===== config.mk =====
export PLATFORM = sky130hd
export DESIGN_NAME = sobel_window_ctrl_flat
export DESIGN_NICKNAME = d
export VERILOG_FILES = /design/src/rtl/sobel_window_ctrl_if.sv /design/src/rtl/sobel_window_ctrl.sv /design/src/flat_wrapper.sv
export SDC_FILE = /design/constraint.sdc
export NUM_CORES = 1
export LEC_CHECK = 0
export ABC_AREA = 0
export ABC_CLOCK_PERIOD_IN_PS = 2650
export BUFFER_PORTS_ARGS = -buffer_cell sky130_fd_sc_hd__buf_2
export CORE_UTILIZATION = 57
export DETAILED_ROUTE_END_ITERATION = 8
export GPL_TIMING_DRIVEN = 0
export PLACE_DENSITY_LB_ADDON = 0.08
export SLEW_MARGIN = 15
export SYNTH_ARGS = -nofsm -noshare
export SYNTH_HDL_FRONTEND = slang
export SYNTH_SLANG_ARGS = --single-unit

===== constraint.sdc =====
create_clock -name clock -period 2.65 [get_ports clock]
set_input_delay 0.265 -clock clock [delete_from_list [all_inputs] [get_ports clock]]
set_output_delay 0.265 -clock clock [all_outputs]
set_load 0.03 [all_outputs]

===== src/rtl/sobel_window_ctrl_if.sv =====
// Handshake bundle between the Sobel window sequencer and its FIFOs/datapath.
// master = sequencer side, slave = FIFO/datapath side.
interface sobel_window_ctrl_if;
    logic        in_empty;
    logic        in_rd_en;
    logic        shift_en;
    logic        flush_pad;
    logic        out_afull;
    logic        out_wr_en;
    logic        border;
    logic [10:0] row;
    logic [10:0] col;
    logic        frame_done;
    logic [31:0] stall_cycles;

    modport master (
        input  in_empty, out_afull,
        output in_rd_en, shift_en, flush_pad, out_wr_en, border, row, col,
               frame_done, stall_cycles
    );

    modport slave (
        output in_empty, out_afull,
        input  in_rd_en, shift_en, flush_pad, out_wr_en, border, row, col,
               frame_done, stall_cycles
    );
endinterface


===== src/rtl/sobel_window_ctrl.sv =====
// Sequencer for the 3x3 Sobel window: pops pixels, shifts the window, flushes with zero pads.
// Optional macro SOBEL_WINDOW_CTRL_STATS_EN builds the output-backpressure stall counter.
module sobel_window_ctrl #(
    parameter int IMG_WIDTH  = 720,
    parameter int IMG_HEIGHT = 540
) (
    input  logic                 clock,
    input  logic                 reset,
    sobel_window_ctrl_if.master  bus
);
    localparam int NPIX  = IMG_WIDTH * IMG_HEIGHT;
    localparam int CNT_W = $clog2(NPIX + IMG_WIDTH + 2);

    localparam logic [CNT_W-1:0] LAST_POP   = CNT_W'(NPIX - 1);
    // shift_cnt values seen before the shift that completes the first / last full window
    localparam logic [CNT_W-1:0] FIRST_WR_K = CNT_W'(IMG_WIDTH + 1);
    localparam logic [CNT_W-1:0] LAST_PAD_K = CNT_W'(NPIX + IMG_WIDTH);
    localparam logic [10:0]      LAST_COL   = 11'(IMG_WIDTH - 1);
    localparam logic [10:0]      LAST_ROW   = 11'(IMG_HEIGHT - 1);

    typedef enum logic [1:0] {IDLE, RUN, FLUSH, DONE} state_t;

    state_t           state, state_next;
    logic [CNT_W-1:0] in_cnt;
    logic [CNT_W-1:0] shift_cnt;
    logic             shift;
    logic             pop;
    logic             write_next;
    logic [10:0]      row_next;
    logic [10:0]      col_next;
    logic             border_next;

    always_ff @(posedge clock) begin
        if (reset) state <= IDLE;
        else       state <= state_next;
    end

    always_comb begin
        state_next = state;
        shift      = 1'b0;
        pop        = 1'b0;
        case (state)
            IDLE: begin
                if (!bus.in_empty) state_next = RUN;
            end
            RUN: begin
                shift = !bus.in_empty && !bus.out_afull;
                pop   = shift;
                if (pop && in_cnt == LAST_POP) state_next = FLUSH;
            end
            FLUSH: begin
                // Pending pixels for the next frame stay in the FIFO until IDLE.
                shift = !bus.out_afull;
                if (shift && shift_cnt == LAST_PAD_K) state_next = DONE;
            end
            DONE: begin
                state_next = IDLE;
            end
            default: state_next = IDLE;
        endcase
        if (reset) begin
            shift = 1'b0;
            pop   = 1'b0;
        end
    end

    // A shift produces a result once the window centre has reached a real pixel.
    always_comb begin
        write_next = shift && (shift_cnt >= FIRST_WR_K) && (shift_cnt <= LAST_PAD_K);
        row_next   = bus.row;
        col_next   = bus.col;
        if (shift_cnt == FIRST_WR_K) begin
            row_next = '0;
            col_next = '0;
        end else if (bus.col == LAST_COL) begin
            row_next = bus.row + 11'd1;
            col_next = '0;
        end else begin
            col_next = bus.col + 11'd1;
        end
        border_next = (row_next == '0) || (row_next == LAST_ROW) ||
                      (col_next == '0) || (col_next == LAST_COL);
    end

    always_ff @(posedge clock) begin
        if (reset) begin
            in_cnt         <= '0;
            shift_cnt      <= '0;
            bus.out_wr_en  <= 1'b0;
            bus.border     <= 1'b0;
            bus.row        <= '0;
            bus.col        <= '0;
            bus.frame_done <= 1'b0;
        end else begin
            bus.frame_done <= (state == DONE);
            bus.out_wr_en  <= write_next;
            bus.border     <= write_next && border_next;
            if (state == DONE) begin
                in_cnt    <= '0;
                shift_cnt <= '0;
                bus.row   <= '0;
                bus.col   <= '0;
            end else begin
                if (pop)   in_cnt    <= in_cnt + 1'b1;
                if (shift) shift_cnt <= shift_cnt + 1'b1;
                if (write_next) begin
                    bus.row <= row_next;
                    bus.col <= col_next;
                end
            end
        end
    end

    assign bus.shift_en  = shift;
    assign bus.in_rd_en  = pop;
    assign bus.flush_pad = (state == FLUSH) && !reset;

`ifdef SOBEL_WINDOW_CTRL_STATS_EN
    // Saturating count of cycles the output FIFO held back an active frame.
    always_ff @(posedge clock) begin
        if (reset) begin
            bus.stall_cycles <= '0;
        end else if ((state == RUN || state == FLUSH) && bus.out_afull &&
                     bus.stall_cycles != 32'hFFFF_FFFF) begin
            bus.stall_cycles <= bus.stall_cycles + 32'd1;
        end
    end
`else
    assign bus.stall_cycles = '0;
`endif

endmodule


===== src/flat_wrapper.sv =====
// flat-port wrapper written by rule: the top's interface ports become plain ports
module sobel_window_ctrl_flat 
#(
    parameter int IMG_WIDTH  = 720,
    parameter int IMG_HEIGHT = 540
)
  (clock, reset, bus_in_empty, bus_out_afull, bus_in_rd_en, bus_shift_en, bus_flush_pad, bus_out_wr_en, bus_border, bus_row, bus_col, bus_frame_done, bus_stall_cycles);
  sobel_window_ctrl_if bus_i ();
  input  logic clock;
  input  logic reset;
  input wire logic [$bits(bus_i.in_empty)-1:0] bus_in_empty;
  input wire logic [$bits(bus_i.out_afull)-1:0] bus_out_afull;
  output wire logic [$bits(bus_i.in_rd_en)-1:0] bus_in_rd_en;
  output wire logic [$bits(bus_i.shift_en)-1:0] bus_shift_en;
  output wire logic [$bits(bus_i.flush_pad)-1:0] bus_flush_pad;
  output wire logic [$bits(bus_i.out_wr_en)-1:0] bus_out_wr_en;
  output wire logic [$bits(bus_i.border)-1:0] bus_border;
  output wire logic [$bits(bus_i.row)-1:0] bus_row;
  output wire logic [$bits(bus_i.col)-1:0] bus_col;
  output wire logic [$bits(bus_i.frame_done)-1:0] bus_frame_done;
  output wire logic [$bits(bus_i.stall_cycles)-1:0] bus_stall_cycles;
  assign bus_i.in_empty = bus_in_empty;
  assign bus_i.out_afull = bus_out_afull;
  assign bus_in_rd_en = bus_i.in_rd_en;
  assign bus_shift_en = bus_i.shift_en;
  assign bus_flush_pad = bus_i.flush_pad;
  assign bus_out_wr_en = bus_i.out_wr_en;
  assign bus_border = bus_i.border;
  assign bus_row = bus_i.row;
  assign bus_col = bus_i.col;
  assign bus_frame_done = bus_i.frame_done;
  assign bus_stall_cycles = bus_i.stall_cycles;
  sobel_window_ctrl #(.IMG_WIDTH(IMG_WIDTH), .IMG_HEIGHT(IMG_HEIGHT)) u_core (.clock(clock), .reset(reset), .bus(bus_i));
endmodule

## Yosys cells after proc, flatten, opt, wreduce, memory -nomap -nowiden

Cells that the tools add are included.
Widths: inputs -> output; s select.

- Register bits after elaboration: 65
- Latch bits: 0
- Memory bits (writable): 0
- Memory bits (read-only): 0
- Input port bits: 4
- Output and inout port bits: 60
- Logic and storage cells: 56
- Memories kept: 0

- Add/sub/neg operators: 4
- $mul: 0
- Div/mod/pow operators: 0
- $lt $le $gt $ge: 2
- Equal/unequal tests: 12
- Shift-type cells: 0
- Mux-type cells: 12
- Bitwise logic cells: 0
- Reductions and logical operators: 18

Operators with widths:

| kind | number |
|---|---|
| $mux 11 | 4 |
| $add 19x1->19 const B | 2 |
| $eq 19x19->1 const B | 2 |
| $eq 11x10->1 const B | 3 |
| $add 11x1->11 const B | 2 |
| $logic_not 11->1 | 2 |
| $eq 19x10->1 const B | 1 |
| $ge 19x10->1 const B | 1 |
| $le 19x19->1 const B | 1 |
| $pmux 2 s4 | 1 |
| $logic_and 1x1->1 | 7 |
| $mux 2 | 3 |
| $eq 2x2->1 const B | 2 |
| $ne 2x1->1 const B | 2 |
| $logic_not 1->1 | 3 |
| $logic_or 1x1->1 | 3 |
| $mux 1 | 3 |
| $reduce_and 3->1 | 1 |
| $eq 2x1->1 const B | 1 |
| $logic_not 2->1 | 1 |
| $ne 2x2->1 const B | 1 |
| $pmux 1 s2 | 1 |
| $reduce_or 2->1 | 1 |

## Longest topological paths before layout

- Word-level depth: 8
- Mapped depth: 11
- Depth with buffers taken out: 9

## Worst setup path before layout

No wires, ideal clock.

- Kind: reg2reg
- Start: register u_core.bus.col[0]
- End: register u_core.bus.border
- Library setup time: 0.139 ns
- Data arrival time: 2.505 ns
- Data required time: 2.511 ns
- Slack: 0.005 ns
- Cell stages (with the launch flop): 9
- Buffers on the path: 1
- Clock period less this slack: 2.645 ns
- Cells stage by stage: dfxtp_1 ha_1 clkbuf_1 and4b_1 nand3_1 or4_1 and4_1 o2111ai_1 a31oi_1

- Cells in the longest elaborated chain, start to end: 8
- Elaborated cells between the ends (all ways): 14
- Those cells by class: add/sub: 1; eq/ne: 3; mux: 4; reduce/logical: 6

Ends and longest elaborated chain:

| what | line | source |
|---|---|---|
| start: declaration | sobel_window_ctrl_if.sv:18 | `output in_rd_en, shift_en, flush_pad, out_wr_en, border, row, col,` |
| start signal: assignment | sobel_window_ctrl.sv:108 | `bus.col <= col_next;` |
| parallel branches: the longest is 6 deep, another holds $add 11x1->11 | - |  |
| $logic_or 1x1->1 * | sobel_window_ctrl.sv:82 | `(col_next == '0) \|\| (col_next == LAST_COL);` |
| $logic_and 1x1->1 * | sobel_window_ctrl.sv:97 | `bus.border <= write_next && border_next;` |
| end signal: assignment | sobel_window_ctrl.sv:97 |  |
| end: declaration | sobel_window_ctrl_if.sv:18 |  |

Mark *: on every way between the ends.
A chain may end at the register's enable or synchronous reset.

## Worst setup path after layout

- Start: register u_core.shift_cnt[4]
- End: register u_core.bus.row[8]

- Cells in the longest elaborated chain, start to end: 3
- Elaborated cells between the ends (all ways): 6
- Those cells by class: order compare: 2; eq/ne: 1; mux: 1; reduce/logical: 2

Ends and longest elaborated chain:

| what | line | source |
|---|---|---|
| start: declaration | sobel_window_ctrl.sv:25 | `logic [CNT_W-1:0] shift_cnt;` |
| start signal: assignment | sobel_window_ctrl.sv:105 | `if (shift) shift_cnt <= shift_cnt + 1'b1;` |
| $ge 19x10->1 | sobel_window_ctrl.sv:69 | `write_next = shift && (shift_cnt >= FIRST_WR_K) && (shift_cnt <= LAST_PAD_K);` |
| $logic_and 1x1->1 (2 in a row) | sobel_window_ctrl.sv:69 |  |
| end signal: assignment | sobel_window_ctrl.sv:107 | `bus.row <= row_next;` |
| end: declaration | sobel_window_ctrl_if.sv:18 |  |

Parallel ways exist; a longest one is shown, timed or not.

==> run_results.csv <==
group,metric,value,unit
synthesis,synth-edff-count,0,
floorplan,die_area,7480,um^2
floorplan,die-width,86.5,um
grt,grt_max_degree,13,
synthesis,ys_warn_count,0,
detailed_routing,wl_per_cell,13.5,um
detailed_routing,drt-total-wl,9250,um
worst_setup_path,path_class,"reg -> reg",
floorplan,die_h,86.5,um
final_layout,post-route-util,70.0,%
clock_network,cts_buffers,9,
clock_network,numClockSinks,65,
detailed_routing,detail-route-antenna-nets,0,
synthesis,syn_area_per_cell,7.98,um^2
final_layout,drive_gt1_share,19.4,%
grt,grt_pass1_wl,15200,um
worst_setup_path,cp-end-kind,"flip-flop",
detailed_routing,drt_iter0_drc,185,
timing,worst_pin_slew,0.585,ns
timing,worst_slack,0.0982,ns
grt,gr-total-overflow,0,
flow_run,max_cap_viol_count,0,
synthesis,synth_async_sr_flop_share,0,%
grt,grt_pass1_vias,3370,
timing,fin_crit_sh,96.3,%
clock_network,clk_latency,0.35,ns
clock_network,clk_pin_slew,0.08,ns
placement,dpl_cell_area,4460,um^2
placement,portBuffers,31,
timing,rsz0062_at_grt,"no",
detailed_routing,avgViaCountPerCell,5.47,
floorplan,start_util,59.5,%
power,leakagePower,1.94,nW
worst_setup_path,crit_path_max_fanout,10,
floorplan,num_io_pins,64,
detailed_routing,vias,3739,
clock_network,cts_tree,"built",
final_layout,n_antenna_cell,0,
grt,antenna_found_initial,0,
final_layout,syn2layout_area_growth,17.6,%
hold_path,hp-class,"in -> reg",
synthesis,seq_area_frac_synth,32.0,%
worst_setup_path,worstPathArrival,2.83,ns
final_layout,finalNetCount,598,
timing,finalHoldViolCount,0,
final_layout,layout_commonest_cell,"nor2_1",
synthesis,synth_flop_cell,"dfxtp_1",
timing,slew_viol_final,0,
grt,grtUsageTotal,25.7,%
worst_setup_path,r2r_setup_slack,0.1,ns
timing,finClkSkew,0.00906,ns
synthesis,yosysUniqueCellTypes,58,
synthesis,syn_inst,510,
final_layout,final_cell_mix,"71 x nor2_1, 63 x dfxtp_1, 35 x buf_4",
placement,place_ws,-0.277,ns
clock_network,hold_buffers,0,
clock_network,htree_levels,3,
placement,place_hpwl,6460,um
detailed_routing,first_pass_iters,5,
synthesis,ys_seq_elements,65,
power,vdd_ir_drop_max,462,uV
timing,relSlewSlack,60.9,%
floorplan,rows,30,
floorplan,core-area,6830,um^2
worst_setup_path,cp.required,2.93,ns
timing,setup_viol,0,
outcome,outcome,"finished, final reports clean",
worst_setup_path,cp-start-kind,"flip-flop",
power,powerDensity,506,nW/um^2
detailed_routing,drc,0,
synthesis,syn_area,4070,um^2
placement,gp_routability_congestion,0.915,
final_layout,stdcell_area,4780,um^2
timing,period_needed,2.55,ns
clock_network,cts-root-buf,"clkbuf_8",
clock_network,clockBufferDepth,2,
timing,fmax,392,MHz
-- layout make-up --
class / instances / area, um^2
Sequential cell: 65 / 1300
Tap cell: 96 / 120
Fill cell: 613 / 2050
Buffer: 59 / 394
Clock inverter: 7 / 119
Inverter: 12 / 45.0
Clock buffer: 9 / 124
Timing Repair Buffer: 32 / 175
Multi-Input combinational cell: 404 / 2500
-- per-layer routing --
layer / track usage (%) / routed length [um] / vias to the layer above
li1: - / - / 1885
met1: 31.9 / 4120 / 1709
met2: 43.7 / 4420 / 126
met3: 5.62 / 542 / 19
met4: 9.24 / 172 / 0
met5: 0 / 0 / -
-- synthesized netlist by cell type (all sizes together), types with 2 or more instances --
master / count / area [um^2]
and2: 6 / 38.8
or4: 12 / 90.1
and4: 7 / 61.3
inv: 12 / 45.0
and3: 8 / 51.3
clkbuf: 21 / 95.1
o31ai: 3 / 22.5
or3: 5 / 31.3
dfxtp: 65 / 1300
nor2: 71 / 267
o21ai: 24 / 120
nand2b: 6 / 37.5
xnor2: 24 / 210
nand4: 15 / 93.8
mux2i: 6 / 60.1
nand3: 25 / 125
buf: 37 / 275
or4b: 6 / 63.8
o41ai: 2 / 17.5
o211ai: 2 / 15.0
a31oi: 6 / 37.5
and4b: 2 / 20.0
nor3: 14 / 70.1
nand4b: 6 / 67.6
a211oi: 3 / 22.5
xor2: 20 / 175
nor4: 9 / 56.3
or2: 5 / 33.8
ha: 11 / 138
a21oi: 27 / 135
nor2b: 9 / 56.3
nand2: 26 / 97.6
-- path summary, 6_finish.rpt --
path | start | cells after the start | to
hold / removal | reset | 2 | u_core.bus.frame_done$_SDFF_PP0_
setup reg to reg | u_core.shift_cnt[4]$_SDFFE_PP0P_ | 7 | u_core.bus.row[8]$_SDFFE_PP0P_
setup / recovery | u_core.shift_cnt[4]$_SDFFE_PP0P_ | 7 | u_core.bus.row[8]$_SDFFE_PP0P_
hold reg to reg | u_core.bus.row[4]$_SDFFE_PP0P_ | 2 | u_core.bus.row[4]$_SDFFE_PP0P_
-- through the flow --
stage                     hold slack, ns  cells  power, W  setup TNS [ns]
after floorplan                    0.337    541   0.00133               0
after global placement             0.482    668   0.00138           -1.80
after detailed placement           0.494    668   0.00139           -1.73
after CTS                          0.142    683   0.00244               0
after global routing               0.154    684   0.00253               0
final                              0.158    684   0.00242               0
-- where the power goes --
| group | internal, W | leakage (nW) | switching (W) |
|---|---|---|---|
| registers | 0.000997 | 0.525 | 0.0000228 |
| clock network | 0.000624 | 0.115 | 0.000417 |
| logic | 0.000130 | 1.30 | 0.000228 |
-- sequential cells by signal (all words and copies together) (netlist names) --
signal	cells
u_core.bus.frame_done	1
u_core.bus.row	11
u_core.state	2
u_core.shift_cnt	19
u_core.bus.border	1
u_core.bus.out_wr_en	1
u_core.in_cnt	19
u_core.bus.col	11
-- kinds of logic (layout without fill, tap and decap cells) --
kind of cell / Yosys count / in the layout / share of synthesized area (%)
AOI/OAI and AO/OA: 73 / 73 / 10.4
muxes: 6 / 6 / 1.48
adders and majority gates: 11 / 11 / 3.38
xor gates and xnor gates: 44 / 44 / 9.47
and+or+nand+nor: 238 / 238 / 32.4
DFF: 65 / 65 / 32.0
other: 1 / 32 / 0.0922
buffers and inverters: 72 / 119 / 10.7
-- worst max-delay path, cell delays in order, from the launching register on --
cell and delay, ns:
dfxtp_1 0.40, or4b_4 0.51, nand4b_4 0.19, o221a_1 0.29, or2_4 0.27, buf_4 0.18, or4b_1 0.48, a21oi_1 0.16
-- timing repair --
item | CTS | global route
endpoints found under the setup margin | 18 | 20
gates resized for setup | 7 | 11
pin swaps | 0 | 1
setup buffers | 0 | 1
cloned | 0 | 0
hold endpoints to repair | 0 | 0
(Power assumes the default switching activity.)
